File: src/rtl/tx_arbiter_pkg.sv
// Shared types and helpers for the host transmit arbiter.
// The optional grant header is enabled by defining TX_ARBITER_HEADER_EN.
package tx_arbiter_pkg;

    typedef enum logic [2:0] {
        ST_IDLE,
        ST_ARB,
        ST_LOAD,
        ST_SHIFT,
        ST_WAIT
    } state_e;

    localparam logic [3:0]  HDR_TAG = 4'hA;
    localparam int unsigned RR_MAX  = 8;

    // First set bit of vld scanning upward from ptr, wrapping at n; returns ptr if none set.
    function automatic logic [2:0] rr_next_grant(input logic [RR_MAX-1:0] vld,
                                                 input logic [2:0]        ptr,
                                                 input int unsigned       n);
        logic [2:0]  pick;
        logic        found;
        int unsigned idx;
        pick  = ptr;
        found = 1'b0;
        for (int unsigned k = 0; k < RR_MAX; k++) begin
            idx = 32'(ptr) + k;
            if (idx >= n) begin
                idx = idx - n;
            end
            if (!found && (k < n) && vld[idx[2:0]]) begin
                pick  = idx[2:0];
                found = 1'b1;
            end
        end
        return pick;
    endfunction

endpackage

File: src/rtl/tx_arbiter_rr_picker.sv
// Combinational round-robin selection: first valid requester at or after the pointer.
module rr_picker
    import tx_arbiter_pkg::*;
#(
    parameter int unsigned NREQ = 4,
    parameter int unsigned GW   = $clog2(NREQ)
) (
    input  logic [NREQ-1:0] valid_i,
    input  logic [GW-1:0]   ptr_i,
    output logic [GW-1:0]   pick_c_o,
    output logic            any_c_o
);

    assign pick_c_o = GW'(rr_next_grant(RR_MAX'(valid_i), 3'(ptr_i), NREQ));
    assign any_c_o  = |valid_i;

endmodule

File: src/rtl/tx_arbiter.sv
// Round-robin, packet-locked arbiter serialising requester words MSB-first onto a byte channel.
// Define TX_ARBITER_HEADER_EN to prefix every grant with a {HDR_TAG, grant_id} byte.
module tx_arbiter
    import tx_arbiter_pkg::*;
#(
    parameter int unsigned NREQ          = 4,
    parameter int unsigned WORD_W        = 32,
    parameter int unsigned MAX_BURST     = 16,
    parameter int unsigned STALL_TIMEOUT = 255
) (
    input  logic                      clk_100,
    input  logic                      nrst,
    input  logic [NREQ*WORD_W-1:0]    req_data,
    input  logic [NREQ-1:0]           req_valid,
    input  logic [NREQ-1:0]           req_last,
    output logic [NREQ-1:0]           req_ready,
    output logic [7:0]                tx_byte,
    output logic                      tx_valid,
    input  logic                      tx_full_n,
    output logic [$clog2(NREQ)-1:0]   grant_id,
    output logic                      busy,
    output logic                      stall_err
);

    localparam int unsigned GW  = $clog2(NREQ);
    localparam int unsigned NB  = WORD_W / 8;
    localparam int unsigned BCW = $clog2(MAX_BURST + 1);
    localparam int unsigned SCW = $clog2(STALL_TIMEOUT + 1);
    localparam int unsigned RW  = $clog2(NB + 1);
`ifdef TX_ARBITER_HEADER_EN
    localparam int unsigned SH_W = WORD_W + 8;
`else
    localparam int unsigned SH_W = WORD_W;
`endif

    state_e            state_q;
    logic [GW-1:0]     grant_q;
    logic [GW-1:0]     rr_q;
    logic [BCW-1:0]    burst_q;
    logic [SCW-1:0]    stall_q;
    logic [SH_W-1:0]   sh_q;
    logic [RW-1:0]     rem_q;
    logic              last_q;
    logic [NREQ-1:0]   req_ready_q;
    logic              tx_valid_q;
    logic              busy_q;
    logic              stall_err_q;

    logic [GW-1:0]     pick_c;
    logic              any_c;
    logic [GW-1:0]     rr_adv_c;
    logic              gv_c;
    logic              xfer_c;
    logic [WORD_W-1:0] word_c;
    logic [SH_W-1:0]   load_c;
    logic [RW-1:0]     load_rem_c;
    logic [WORD_W-1:0] words_c [NREQ];

    for (genvar i = 0; i < NREQ; i++) begin : g_words
        assign words_c[i] = req_data[i*WORD_W +: WORD_W];
    end

    rr_picker #(
        .NREQ (NREQ),
        .GW   (GW)
    ) u_rr_picker (
        .valid_i  (req_valid),
        .ptr_i    (rr_q),
        .pick_c_o (pick_c),
        .any_c_o  (any_c)
    );

    assign word_c   = words_c[grant_q];
    assign gv_c     = req_valid[grant_q];
    assign xfer_c   = tx_valid_q & tx_full_n;
    assign rr_adv_c = (grant_q == GW'(NREQ - 1)) ? '0 : grant_q + GW'(1);

`ifdef TX_ARBITER_HEADER_EN
    logic hdr_pend_q;

    // First word of a grant is loaded behind its header byte.
    assign load_c     = hdr_pend_q ? {HDR_TAG, 4'(grant_q), word_c} : {word_c, 8'h00};
    assign load_rem_c = hdr_pend_q ? RW'(NB) : RW'(NB - 1);

    always_ff @(posedge clk_100 or negedge nrst) begin
        if (!nrst) begin
            hdr_pend_q <= 1'b0;
        end else if (state_q == ST_ARB && any_c) begin
            hdr_pend_q <= 1'b1;
        end else if (state_q == ST_LOAD) begin
            hdr_pend_q <= 1'b0;
        end
    end
`else
    assign load_c     = word_c;
    assign load_rem_c = RW'(NB - 1);
`endif

    // req_ready is registered, so the accept decision for a LOAD cycle is taken on entry;
    // requesters keep valid asserted until their word is accepted.
    always_ff @(posedge clk_100 or negedge nrst) begin
        if (!nrst) begin
            state_q     <= ST_IDLE;
            grant_q     <= '0;
            rr_q        <= '0;
            burst_q     <= '0;
            stall_q     <= '0;
            sh_q        <= '0;
            rem_q       <= '0;
            last_q      <= 1'b0;
            req_ready_q <= '0;
            tx_valid_q  <= 1'b0;
            busy_q      <= 1'b0;
            stall_err_q <= 1'b0;
        end else begin
            req_ready_q <= '0;
            stall_err_q <= 1'b0;
            case (state_q)
                ST_IDLE: begin
                    if (|req_valid) begin
                        state_q <= ST_ARB;
                        busy_q  <= 1'b1;
                    end
                end
                ST_ARB: begin
                    if (any_c) begin
                        grant_q     <= pick_c;
                        burst_q     <= '0;
                        req_ready_q <= NREQ'(1) << pick_c;
                        state_q     <= ST_LOAD;
                    end else begin
                        state_q <= ST_IDLE;
                        busy_q  <= 1'b0;
                    end
                end
                ST_LOAD: begin
                    sh_q       <= load_c;
                    rem_q      <= load_rem_c;
                    last_q     <= req_last[grant_q];
                    tx_valid_q <= 1'b1;
                    burst_q    <= burst_q + BCW'(1);
                    stall_q    <= '0;
                    state_q    <= ST_SHIFT;
                end
                ST_SHIFT: begin
                    if (xfer_c) begin
                        if (rem_q != '0) begin
                            sh_q  <= sh_q << 8;
                            rem_q <= rem_q - RW'(1);
                        end else begin
                            tx_valid_q <= 1'b0;
                            if (last_q || burst_q == BCW'(MAX_BURST)) begin
                                rr_q    <= rr_adv_c;
                                busy_q  <= 1'b0;
                                state_q <= ST_IDLE;
                            end else if (gv_c) begin
                                req_ready_q <= NREQ'(1) << grant_q;
                                state_q     <= ST_LOAD;
                            end else begin
                                state_q <= ST_WAIT;
                            end
                        end
                    end
                end
                ST_WAIT: begin
                    if (gv_c) begin
                        req_ready_q <= NREQ'(1) << grant_q;
                        state_q     <= ST_LOAD;
                    end else if (stall_q == SCW'(STALL_TIMEOUT - 1)) begin
                        stall_err_q <= 1'b1;
                        rr_q        <= rr_adv_c;
                        busy_q      <= 1'b0;
                        state_q     <= ST_IDLE;
                    end else begin
                        stall_q <= stall_q + SCW'(1);
                    end
                end
                default: begin
                    state_q <= ST_IDLE;
                    busy_q  <= 1'b0;
                end
            endcase
        end
    end

    assign req_ready = req_ready_q;
    assign tx_byte   = sh_q[SH_W-1 -: 8];
    assign tx_valid  = tx_valid_q;
    assign grant_id  = grant_q;
    assign busy      = busy_q;
    assign stall_err = stall_err_q;

endmodule

File: config.mk
export PLATFORM = sky130hd
export DESIGN_NAME = tx_arbiter
export DESIGN_NICKNAME = d
export VERILOG_FILES = /design/src/rtl/tx_arbiter_pkg.sv /design/src/rtl/tx_arbiter_rr_picker.sv /design/src/rtl/tx_arbiter.sv
export SDC_FILE = /design/constraint.sdc
export NUM_CORES = 1
export LEC_CHECK = 0
export CAP_MARGIN = 20
export CORE_MARGIN = 4
export CORE_UTILIZATION = 44
export DETAILED_ROUTE_END_ITERATION = 12
export PLACE_DENSITY_LB_ADDON = 0.3
export SLEW_MARGIN = 20
export SYNTH_ARGS = -nofsm -noshare
export SYNTH_HDL_FRONTEND = slang
export SYNTH_SLANG_ARGS = --single-unit
File: constraint.sdc
create_clock -name clk_100 -period 2.7 [get_ports clk_100]
set_input_delay 0.81 -clock clk_100 [delete_from_list [all_inputs] [get_ports clk_100]]
set_output_delay 0.81 -clock clk_100 [all_outputs]
set_load 0.01 [all_outputs]
==> summary.txt, run 1 <==
Timing
  • FMAX: 416.7 MHz
  • Worst-Margin Slew: 659.4 ps
  • Fin. Hold Viols: 0
  • Max Slew Vio Count: 0
  • Final min period: 2400 ps
  • RSZ-0062 raised after global routing: no
  • Setup ws final: approximately 300 ps
  • TNS Setup: 0 ps
  • Tcrit/Tclk final: 88.88%
  • Worst slew margin: 56.04%
  • Final setup fails: 0
  • Clock Skew: 8.014 ps

Global route
  • GRT Total Usage: between 20% and 30%
  • Largest net degree at the start of global routing: 60
  • Global-route wire length before repair: 16,960 um
  • Total gr overflow: 0
  • Initial antenna violation count: 0
  • Vias in the first global route: 3,583

Floorplanning
  • Die Ht: 102.5 um
  • Die X: 102.5 um
  • Number of cell rows: 34
  • Top Ports: 156
  • Initial core utilization: 45.06%
  • Die area: 0.01051 mm2
  • Core area: 0.008721 mm2

Power
  • Max IR drop VDD: between 0.0003 and 0.0004 V
  • Power Dens Cells: 768.7 mW/mm2
  • Leakage: 2.341 nW

Synth
  • Post-synth EDFFs: 0
  • Prevailing post-synth register cell: dfrtp_1
  • Mux contribution to synthesized area: between 20% and 30%
  • Register area share after synthesis: roughly two fifths
  • Synth Area in Adders: between 3 and 4%
  • Ys Warns: 0
  • Compound-Gate Fraction of Synth Area: between 10% and 20%
  • Synth Area per Inst: 10.80 um2
  • Yosys top cell by area: dfrtp_1
  • Post-Syn Nets: 513
  • Top post-synthesis cells by area: dfrtp_1 (40%), mux4_2 (19%), o21ai_0 (5.0%)
  • Most common cell in the netlist: dfrtp_1
  • Most instantiated cells after synthesis: dfrtp_1 (63), nand2_1 (40), o21ai_0 (39)
  • Post-synthesis xor/xnor area fraction: 0.2229%
  • FFs w/ async S/R, synth: 100.0%
  • Post-Syn Area: around 0.0039 mm2
  • Area share of the largest cell type after synthesis: between 40 and 50%
  • Register bit total from synthesis: 63
  • Synth Area in Simple Gates: 12.00%
  • Main combinational cell family by area after synthesis: multiplexers
  • Cell variety after synth: 57
  • Synth Instances: about 360

Min path
  • Hold Startpoint: rem_q[0]
  • Worst hold path class: register to register
  • Hold Path Stages: 1
  • Hold endpoint: rem_q[0]

CTS
  • CTS clk-pin slew, worst paths: 70 ps
  • CTS tree: yes
  • Clock Latency Late Sink: 340 ps
  • Hold buffer count at CTS: 0
  • H-Tree Depth: 3
  • Number of buffers created by CTS: 9
  • CTS max path bufs: 2
  • Clock root buffer: clkbuf_8
  • CTS resizes: 0
  • Number of post-CTS setup repair buffers: 0
  • Clock sink count: 63

Cells and area
  • Area taken by flip-flops and latches: 0.001578 mm2
  • Footprint of the multi-input gates: 0.002156 mm2
  • Diode count: 0
  • Layout Nets: 665
  • Area Overhead vs Synth: 48.39%
  • Final core utilization: 66.87%
  • Layout cells sized above 1: 14.97%
  • Fillers: 659
  • Non-Filler Instances: 629

Placed design
  • Setup WS pre-CTS: -47.24 ps
  • GP Congestion: about 0.82
  • DPL Wire Length: 8761 um
  • Dpl cells: 613
  • Port Buffers: 155

Setup path
  • FF-to-FF End: sh_q[19]
  • R2R Setup Slk: ~650 ps
  • Reg2Reg Depth: 4
  • Critical path data arrival time: 2620 ps
  • Critical Path RT: roughly 2900 ps
  • Worst setup SP type: primary input
  • Buffers and inverters on the worst path: 1
  • CP Class: primary input to register
  • Critical path depth: 5
  • Worst r2r src: grant_id[0]
  • Max FO, Critical Path: 5
  • Crit end category: register
  • Cell family with most CP delay: multiplexers
  • CP peak stage delay: 540 ps
  • Crit-path slowest cell: mux4_2
  • Cell Chain, Critical Path: clkdlybuf4s50_1 -> mux4_2 -> nor4b_1 -> nand2_1 -> a311o_1

Routing
  • Routed via count: 3,606
  • Routed Antenna Nets: 0
  • Residual DRC: 0
  • 1st-pass router iterations: 4
  • Routed len/inst: around 18 um
  • Vias/cell: 5.733
  • Starting DRT DRC Count: roughly 180
  • Routed WL: 11,130 um

Run
  • MaxCap Viol Count: 0

Status
  • Status: complete, no violations
-- where the power goes --
| part | internal [mW] | switching [mW] |
|---|---|---|
| logic | 1.16 | 0.986 |
| registers | 1.23 | 0.238 |
| clock network | 0.518 | 0.354 |
-- worst max-delay path by stage --
stage,from,to,slack (ps)
detailed placement,req_valid[3],stall_q[6],-50
floorplan,req_valid[3],stall_q[4],290
CTS,req_valid[0],burst_q[3],310
global placement,req_valid[3],stall_q[6],4
global route,req_valid[3],stall_q[6],110
finish,req_valid[3],stall_q[6],300
-- area by class of cell --
type	count	area share, %
inverters	13	0.8367
repair buffers	175	29.31
well taps	108	2.317
multi-input cells	254	36.97
flip-flops and latches	63	27.05
clock buffers	12	2.317
clock inverters	4	1.201
-- through the flow --
stage / power [mW] / hold WS (ps) / cell area, um2
CTS: 4.502 / 476.6 / 5832
detailed placement: 3.631 / 469.4 / 5627
finish: 4.483 / 477.5 / 5832
global route: 4.767 / 485.8 / 5832
global placement: 3.560 / 458.9 / 5627
floorplan: 2.893 / 443.0 / 3930
-- cells by family (layout without fill, tap and decap cells) --
family                   count (synthesis)  after routing
AO/OA/AOI/OAI                          113            113
AND/OR/NAND/NOR                         92             92
flip-flops                              63             63
buffers and inverters                   47            204
multiplexers                            38             38
adder cells (fa/ha/maj)                 10             10
XOR/XNOR                                 1              1
-- state kept, by name, summed over array words and instances, names as in the netlist, 2 cells and up --
name,count
rem_q,3
stall_q,8
state_q,3
rr_q,2
burst_q,5
grant_id,2
req_ready,4
sh_q,32
-- per-layer routing --
layer / GRT usage, % / wire (um) / up-vias
li1: - / - / 1695
met1: 27.09 / 4433 / 1749
met2: 34.76 / 5735 / 154
met3: 4.263 / 846 / 8
met4: 5.954 / 112 / 0
met5: 0 / 0 / -
-- cell usage in the layout, fill, tap and decap left out, types with 3 or more instances in the layout --
master,instances
clkdlybuf4s50_1,154
dfrtp_1,62
nand2_1,40
o21ai_0,39
mux4_2,34
o22ai_1,27
buf_4,19
inv_1,12
nor2_1,11
a22o_1,10
ha_1,10
a21oi_1,9
clkbuf_8,9
nand3_1,8
nor2b_1,6
a31oi_1,4
o31ai_1,4
and3_1,3
nand4_1,3
a211o_1,3
clkbuf_1,3
No activity file was read; power rests on OpenSTA's default activity.
==> inputs of run 2 (changes only) <==
CTS_BUF_LIST = sky130_fd_sc_hd__clkbuf_16   (was not set)
RECOVER_POWER = 25   (was not set)
SLEW_MARGIN = not set   (was 20)
==> summary.txt, run 2 (same netlist as run 1, synthesis figures left out) <==
CTS
  • Number of buffers created by CTS: 9 (unchanged)
  • CTS clk-pin slew, worst paths: 60 ps (about the same)
  • CTS tree: yes
  • Hold buffer count at CTS: 0 (unchanged)
  • H-Tree Depth: 3 (unchanged)
  • Clock Latency Late Sink: 330 ps (about the same)
  • CTS resizes: 0 (unchanged)
  • Clock root buffer: clkbuf_16
  • CTS max path bufs: 2 (unchanged)
  • Number of post-CTS setup repair buffers: 0 (unchanged)
  • Clock sink count: 63 (unchanged)

Global route
  • Vias in the first global route: 3,620 (+1.0%)
  • Total gr overflow: 0 (unchanged)
  • Global-route wire length before repair: 17,140 um (+1.1%)
  • Largest net degree at the start of global routing: 60 (unchanged)
  • Initial antenna violation count: 0 (unchanged)
  • GRT Total Usage: 20.89% (+0.26 points)

Placed design
  • Setup WS pre-CTS: -47.24 ps (unchanged)
  • GP Congestion: 0.8176 (unchanged)
  • Port Buffers: 155 (unchanged)
  • Placed inst area: 0.005627 mm2 (unchanged)
  • DPL Wire Length: 8761 um (unchanged)
  • Dpl cells: 613 (unchanged)

Cells and area
  • Fillers: 650 (-1.4%)
  • Max reg flops: 32 (unchanged)
  • Most frequent cells in the layout: clkdlybuf4s50_1 (154), dfrtp_1 (62), nand2_1 (40)
  • Largest Register: sh_q
  • Diode count: 0 (unchanged)
  • Largest regs: sh_q x32, stall_q x8, burst_q x5
  • Area Overhead vs Synth: 50.88%
  • Layout cells sized above 1: 14.78% (-0.19 points)
  • Non-Filler Instances: 629 (unchanged)
  • Commonest non-fill, non-tap cell in the layout: clkdlybuf4s50_1
  • Layout Nets: 665 (unchanged)
  • Final instance area: 0.005929 mm2 (+1.7%)

Timing
  • Worst-Margin Slew: 1559 ps (+899.1 ps)
  • Setup ws final: 291.7 ps (-8.636 ps)
  • Max Slew Vio Count: 31 (+31)
  • Final min period: 2408 ps (+8.636 ps)
  • TNS Setup: 0 ps (unchanged)
  • Tcrit/Tclk final: 89.20% (+0.32 points)
  • Final hold slack: 474.8 ps (-2.768 ps)
  • RSZ-0062 raised after global routing: no
  • Fin. Hold Viols: 0 (unchanged)
  • Final setup fails: 0 (unchanged)
  • Clock Skew: 7.170 ps (-0.8436 ps)
  • Worst slew margin: -3.901% (-60 points)
  • FMAX: 415.2 MHz (-0.36%)

Power
  • Clock group share of total power: 24.8% (+5.3 points)
  • Max IR drop VDD: 0.0004569 V (+14%)
  • Comb pwr share: 44.7% (-3.2 points)
  • Seq pwr share: 30.5% (-2.1 points)
  • Leakage: 2.397 nW (+2.4%)
  • Sw Share: 33.73% (-1.5 points)
  • Int Pwr: 3.182 mW (+9.5%)
  • Net Switching: 1.619 mW (+2.6%)
  • Power Dens Cells: 809.7 mW/mm2 (+5.3%)

Setup path
  • Max FO, Critical Path: 5 (unchanged)
  • CP Class: primary input to register
  • Critical Path RT: 2910 ps (about the same)
  • Crit end category: register
  • Critical path data arrival time: 2620 ps (about the same)
  • Worst setup SP type: primary input

Routing
  • Routed WL: 11,180 um (+0.49%)
  • Routed Antenna Nets: 0 (unchanged)
  • Residual DRC: 0 (unchanged)
  • Routed via count: 3,622 (+0.44%)
  • Vias/cell: 5.758 (+0.44%)
  • 1st-pass router iterations: 4 (unchanged)
  • Starting DRT DRC Count: 162 (-7.4%)
  • Routed len/inst: 17.78 um (+0.49%)

Floorplanning
  • Initial core utilization: 45.06% (unchanged)
  • Top Ports: 156 (unchanged)
  • Die area: 0.01051 mm2 (unchanged)
  • Core area: 0.008721 mm2 (unchanged)
  • Number of cell rows: 34 (unchanged)
  • Die X: 102.5 um (unchanged)
  • Die Ht: 102.5 um (unchanged)

Run
  • MaxCap Viol Count: 1 (+1)

Status
  • Failing checks: max-capacitance violations, max-slew violations
  • Status: finished with violations

Min path
  • Worst hold path class: register to register
==> run 2: cell count changes in the layout (fill, tap and decap cells not counted), sizes merged <==
cell and delta:
clkbuf -1, inv +3, buf -2
==> run 2: metrics by stage <==
| step | util (%) | power [mW] |
|---|---|---|
| 2_1_floorplan | - | 2.893 |
| 3_3_place_gp | 64.52 | 3.560 |
| 3_5_place_dp | 64.52 | 3.631 |
| 4_1_cts | 68.03 | 4.830 |
| 5_1_grt | 67.99 | 5.092 |
| 6_report | 67.99 | 4.801 |
==> run 2: worst paths after layout <==
check / endpoint / from / slack [ps] / depth (start not counted)
max: stall_q[6] / req_valid[3] / 290 / 5
min: burst_q[4] / burst_q[4] / 470 / 1
max reg2reg: sh_q[19] / grant_id[0] / 620 / 4
min reg2reg: burst_q[4] / burst_q[4] / 470 / 1
max in group asynchronous: grant_id[0] / nrst / 670 / 2
min in group asynchronous: sh_q[27] / nrst / 860 / 1
==> run 2: per-layer routing <==
metal  global-route usage [%]  vias up  wire length [um]
li1                         -     1700                 -
met1                    26.65     1751              4309
met2                    35.75      156              5850
met3                    3.857       15               841
met4                    7.366        0               179
met5                        0        -                 0
==> run 2: worst max-delay path, cell delays in order <==
cell and delay, ps:
clkdlybuf4s50_1 420, mux4_2 540, nor4b_1 390, nand2_1 100, a311o_1 360
==> run 2: power by group through the flow <==
stage	Clock (mW)	Combinational, mW	Sequential (mW)
finish	1.19	2.15	1.46
global route	1.24	2.35	1.50
CTS	1.19	2.18	1.46
detailed placement	0	2.16	1.47
global placement	0	2.10	1.46
floorplan	0	1.49	1.40
==> run 2: layout make-up <==
| type | instances | area, um2 | area share, % |
|---|---|---|---|
| flip-flops and latches | 63 | 1578 | 26.61 |
| repair buffers | 175 | 1705 | 28.76 |
| clock buffers | 9 | 225.2 | 3.798 |
| well taps | 108 | 135.1 | 2.279 |
| clock inverters | 7 | 81.33 | 1.372 |
| inverters | 13 | 48.80 | 0.8230 |
| multi-input cells | 254 | 2156 | 36.36 |
==> inputs of run 3 (changes only) <==
HOLD_SLACK_MARGIN = 0.15   (was not set)
==> results of run 3 <==
The final DEF is identical to that of run 2; final timing and power are the same.
